`config.mk`:
```
export PLATFORM = sky130hd
export DESIGN_NAME = adc_receiver
export DESIGN_NICKNAME = d
export VERILOG_FILES = /design/src/rtl/audio_pkg.sv /design/src/rtl/lrck_edge_detect.sv /design/src/rtl/adc_receiver.sv
export SDC_FILE = /design/constraint.sdc
export NUM_CORES = 1
export LEC_CHECK = 0
export BUFFER_PORTS_ARGS = -buffer_cell sky130_fd_sc_hd__buf_2
export CORE_MARGIN = 1.5
export CORE_UTILIZATION = 51
export CTS_CLUSTER_DIAMETER = 200
export DETAILED_ROUTE_END_ITERATION = 6
export PLACE_DENSITY = 0.74
export SLEW_MARGIN = 10
export SYNTH_ARGS = -nofsm -noshare
export SYNTH_HDL_FRONTEND = slang
export SYNTH_SLANG_ARGS = --single-unit
```
`constraint.sdc`:
```
create_clock -name i_BCLK -period 1.8 [get_ports i_BCLK]
set_clock_uncertainty 0.05 [all_clocks]
set_input_delay 0.36 -clock i_BCLK [delete_from_list [all_inputs] [get_ports i_BCLK]]
set_output_delay 0.36 -clock i_BCLK [all_outputs]
set_load 0.02 [all_outputs]
```
`src/rtl/audio_pkg.sv`:
```
// Shared audio definitions used by both the ADC receive and DAC transmit paths.
package audio_pkg;

    localparam int AUDIO_WIDTH = 16;

    typedef logic [AUDIO_WIDTH-1:0] sample_t;

endpackage

```
`src/rtl/lrck_edge_detect.sv`:
```
// Registers the codec LR clock on BCLK and flags its falling and rising edges.
module lrck_edge_detect (
    input  logic i_BCLK,
    input  logic i_rst_n,
    input  logic i_lrck,
    output logic o_fall,
    output logic o_rise
);

    logic pre_lrck_q;

    always_ff @(posedge i_BCLK or negedge i_rst_n) begin
        if (!i_rst_n) begin
            pre_lrck_q <= 1'b0;
        end else begin
            pre_lrck_q <= i_lrck;
        end
    end

    assign o_fall = pre_lrck_q & ~i_lrck;
    assign o_rise = ~pre_lrck_q & i_lrck;

endmodule

```
`src/rtl/adc_receiver.sv`:
```
// I2S receive controller: deserialises left/right samples from ADCDAT and hands
// each complete frame downstream through a single-entry valid/ready register.
module adc_receiver
    import audio_pkg::*;
#(
    parameter int WIDTH = AUDIO_WIDTH
) (
    input  logic             i_BCLK,
    input  logic             i_rst_n,
    input  logic             i_record,
    input  logic             i_ADCLRCK,
    input  logic             i_ADCDAT,
    input  logic             i_ready,
    output logic             o_valid,
    output logic [WIDTH-1:0] o_left,
    output logic [WIDTH-1:0] o_right,
    output logic             o_overrun
);

    localparam int CNT_W = $clog2(WIDTH + 1);

    typedef enum logic [2:0] {
        S_IDLE,
        S_WAIT,
        S_READ_LEFT,
        S_WAIT_RIGHT,
        S_READ_RIGHT
    } state_e;

    state_e             state_q, state_d;
    logic [CNT_W-1:0]   cnt_q, cnt_d;
    logic [WIDTH-1:0]   left_sr_q, left_sr_d;
    logic [WIDTH-1:0]   right_sr_q, right_sr_d;
    logic [WIDTH-1:0]   hold_left_q, hold_left_d;
    logic [WIDTH-1:0]   hold_right_q, hold_right_d;
    logic               valid_q, valid_d;
    logic               overrun_q, overrun_d;

    logic fall, rise, last_bit;
    logic shift_left, shift_right, clr_cnt, frame_done, load;

    lrck_edge_detect u_edge (
        .i_BCLK  (i_BCLK),
        .i_rst_n (i_rst_n),
        .i_lrck  (i_ADCLRCK),
        .o_fall  (fall),
        .o_rise  (rise)
    );

    assign last_bit = (cnt_q == CNT_W'(WIDTH - 1));

    always_ff @(posedge i_BCLK or negedge i_rst_n) begin
        if (!i_rst_n) begin
            state_q <= S_IDLE;
        end else begin
            state_q <= state_d;
        end
    end

    always_comb begin
        state_d = state_q;
        if (!i_record) begin
            state_d = S_IDLE;
        end else begin
            case (state_q)
                S_IDLE:       state_d = S_WAIT;
                S_WAIT:       if (fall) state_d = S_READ_LEFT;
                // A rise before the left word is complete means a short channel: drop it.
                S_READ_LEFT: begin
                    if (fall)          state_d = S_READ_LEFT;
                    else if (rise)     state_d = S_WAIT;
                    else if (last_bit) state_d = S_WAIT_RIGHT;
                end
                S_WAIT_RIGHT: begin
                    if (fall)      state_d = S_READ_LEFT;
                    else if (rise) state_d = S_READ_RIGHT;
                end
                S_READ_RIGHT: begin
                    if (fall)          state_d = S_READ_LEFT;
                    else if (last_bit) state_d = S_WAIT;
                end
                default:      state_d = S_IDLE;
            endcase
        end
    end

    always_comb begin
        shift_left  = i_record && (state_q == S_READ_LEFT) && !fall && !rise;
        shift_right = i_record && (state_q == S_READ_RIGHT) && !fall;
        clr_cnt     = i_record && ((fall && state_q != S_IDLE) ||
                                   (rise && state_q == S_WAIT_RIGHT));
        frame_done  = shift_right && last_bit;
    end

    // Holding register accepts a new frame only if it is empty or being drained this edge.
    always_comb begin
        cnt_d        = cnt_q;
        left_sr_d    = left_sr_q;
        right_sr_d   = right_sr_q;
        hold_left_d  = hold_left_q;
        hold_right_d = hold_right_q;
        valid_d      = valid_q;
        overrun_d    = overrun_q;
        load         = frame_done && (!valid_q || i_ready);

        if (clr_cnt) begin
            cnt_d = '0;
        end else if (shift_left || shift_right) begin
            cnt_d = cnt_q + CNT_W'(1);
        end
        if (shift_left) begin
            left_sr_d = (left_sr_q << 1) | WIDTH'(i_ADCDAT);
        end
        if (shift_right) begin
            right_sr_d = (right_sr_q << 1) | WIDTH'(i_ADCDAT);
        end

        if (load) begin
            hold_left_d  = left_sr_q;
            hold_right_d = right_sr_d;
            valid_d      = 1'b1;
        end else if (valid_q && i_ready) begin
            valid_d = 1'b0;
        end
        if (frame_done && valid_q && !i_ready) begin
            overrun_d = 1'b1;
        end
    end

    always_ff @(posedge i_BCLK or negedge i_rst_n) begin
        if (!i_rst_n) begin
            cnt_q        <= '0;
            left_sr_q    <= '0;
            right_sr_q   <= '0;
            hold_left_q  <= '0;
            hold_right_q <= '0;
            valid_q      <= 1'b0;
            overrun_q    <= 1'b0;
        end else begin
            cnt_q        <= cnt_d;
            left_sr_q    <= left_sr_d;
            right_sr_q   <= right_sr_d;
            hold_left_q  <= hold_left_d;
            hold_right_q <= hold_right_d;
            valid_q      <= valid_d;
            overrun_q    <= overrun_d;
        end
    end

    assign o_valid   = valid_q;
    assign o_left    = hold_left_q;
    assign o_right   = hold_right_q;
    assign o_overrun = overrun_q;

endmodule
```
==> results.toml <==
[grt]
track_usage_pct = 18.2
grt_max_degree = 30
grt_pass1_vias = 1784
antenna_found_initial = 0
grt_pass1_wl_um = 8940
grt_overflow = 0

[synth]
syn-num-nets = 214
syn_inst = 206
synth.area.top_cells = "dfrtp_1, mux2_4, mux2_2"
synth_seq_area_share_pct = 58.3
synth_top_family_by_area = "multiplexers"
netlist_area_um2 = 3170
yosys.area_share.adder_pct = 1.10
ys_warn_count = 0
yosysMostFrequentCell = "dfrtp_1"
synth.area.mux_share_pct = 25.9
synth.distinct_cells = 38
synth-seq-cells = 74
synth_edf_count = 0
synthSimpleGateAreaFrac_pct = 5.64
ys_top_cells_by_count = "dfrtp_1, mux2_2, mux2_4"
synth_top_area_cell = "dfrtp_1"
yosys_most_used_dff = "dfrtp_1"
avgSynthCellArea_um2 = 15.4
synthXorXnorAreaFrac_pct = 0
async_flop_share_pct = 100
synth_compound_area_share_pct = 5.05
synth_top_cell_area_share_pct = 58.3

[floorplan]
initial_core_util_pct = 53.3
die_w_um = 81.9
io_pins = 40
coreArea_um2 = 5960
die_height_um = 81.9
rows = 28
die-area_um2 = 6710

[finish]
regArea_um2 = 1850
multi_input_area_um2 = 1250
antenna_cells = 0
fin_nets = 280
area_growth_pct = 24.0
fillerInstances = 445
drive_gt1_share_pct = 55.2

[clock_tree]
cts_sinks = 74
clock_tree.buffer_depth = 2
clock_latency_ns = 0.34
root_buffer = "clkbuf_8"
cts_tree = "done"
htree_levels = 3
cts_buffers = 9
clkTransAtPathRegs_ns = 0.08

[power_and_ir_drop]
fin_total_pwr_w = 0.00370
ir_drop_mv = 0.603
p_per_area_nw_per_um2 = 939
p_leak_nw = 2.01

[detailed_routing]
route.detailed.drc = 0
drt-total-wl_um = 5640
routed_via_density = 5.40
vias = 1900
wl_per_cell_um = 16.0
drt-initial-drc-count = 83
drt_first_pass_iters = 4
drtAntennaViolNets = 0

[placement]
gp_congestion = 0.904
dpl.hpwl_um = 3670
io_buffers = 39
pre_cts_ws_ns = -0.0497

[timing]
slew_viol_final = 0
worst_slack_ns = -0.0102
period_share_pct = 101
max_freq_mhz = 552
max_slew_margin_pct = 68.7
rsz0062_at_grt = "true"
setup_viol = 9
worstMarginPinSlew_ns = 0.465
fin_crit_ns = 1.81
final-hold-violation-count = 0

[worst_setup_path]
crit_type = "flip-flop to flip-flop"
cp-end-kind = "flip-flop"
crit_fanout = 7
critical_path_required_ns = 1.98
arrival_ns = 1.99
critPathLaunchType = "flip-flop"

[run]
drv_cap = 0

[status]
violations = "negative setup slack"
status = "complete, but fails checks"

[min_path]
hold_path.class = "input pin to flip-flop"
metrics by stage:
step	hold WS (ns)	cells	utilization [%]	setup TNS [ns]	cell area, µm²
2_1_floorplan	0.0144	206	-	-2.13	3190
3_3_place_gp	0.285	331	60.3	0	3590
3_5_place_dp	0.286	331	60.3	-0.964	3590
4_1_cts	0.128	348	64.5	0	3840
5_1_grt	0.130	352	66.1	-1.82	3940
6_report	0.147	352	66.1	-0.0515	3940
timing repair:
action,in CTS,in global routing
hold buffers,1,0
gates cloned,0,3
buffers inserted,0,1
hold endpoints to repair,17,0
pin swaps,0,2
resized for setup,2,5
endpoints found under the setup margin,32,33
critical path, stage by stage, from the launching register on:
cell and delay (ns):
dfrtp_1 0.36, ha_2 0.19, and3_4 0.20, ha_4 0.13
and3_4 0.28, clkbuf_16 0.19, mux2_4 0.29
cells in the final DEF (no fill, tap or decap), types with 2 or more instances in the layout:
cell type,count
a21oi_1,8
a311oi_1,2
a32o_1,2
and3_4,2
buf_12,5
buf_2,39
buf_4,16
bufinv_16,2
clkbuf_16,2
clkbuf_8,11
clkinvlp_4,2
dfrtp_1,74
inv_1,5
mux2_2,31
mux2_4,32
nand2_1,2
nand2b_1,3
nand2b_4,2
nand3_1,2
nor2_1,2
nor2b_1,4
o21ai_0,4
or3_1,2
final cells by class:
cell class	count	area share, %
flip-flops and latches	74	47.1
inverters	5	0.477
repair buffers	64	12.4
clock inverters	5	2.13
clock buffers	11	3.85
well taps	75	2.38
multi-input cells	118	31.7
report_power, final:
part	switching (W)	total [W]	internal, W
registers	0.0000662	0.00182	0.00175
clock network	0.000626	0.00149	0.000861
logic	0.000187	0.000391	0.000204
total	0.000879	0.00370	0.00282
logic make-up (layout without fill, tap and decap cells):
group | count (synthesis) | count (layout)
buf+inv | 14 | 85
fa+ha+maj | 3 | 3
mux | 63 | 63
simple gates | 28 | 28
flops | 74 | 74
compound gates | 24 | 24
sequential cells by signal, indices dropped and copies added (netlist names):
register           flops
o_valid                1
right_sr_q            15
u_edge.pre_lrck_q      1
o_left                16
left_sr_q             16
o_overrun              1
cnt_q                  5
o_right               16
state_q                3
per-layer routing:
layer	vias up	routed length, µm	track usage [%]
li1	872	-	-
met1	978	2790	25.4
met2	44	2560	26.7
met3	6	250	5.22
met4	0	40	7.63
met5	-	0	0
path summary, 6_finish.rpt:
kind                       depth (start not counted)  slack (ns)                     endpoint             startpoint
setup / recovery                                   6       -0.01       o_right[2]$_DFFE_PN0P_   cnt_q[0]$_DFFE_PN0P_
min in group asynchronous                          2        0.44       o_left[11]$_DFFE_PN0P_                i_rst_n
hold / removal                                     1        0.15  u_edge.pre_lrck_q$_DFF_PN0_              i_ADCLRCK
setup reg to reg                                   6       -0.01       o_right[2]$_DFFE_PN0P_   cnt_q[0]$_DFFE_PN0P_
hold reg to reg                                    1        0.44        o_overrun$_DFFE_PN0P_  o_overrun$_DFFE_PN0P_
max in group asynchronous                          3        0.74  u_edge.pre_lrck_q$_DFF_PN0_                i_rst_n
Note: power is estimated with default switching activity, not from simulation.
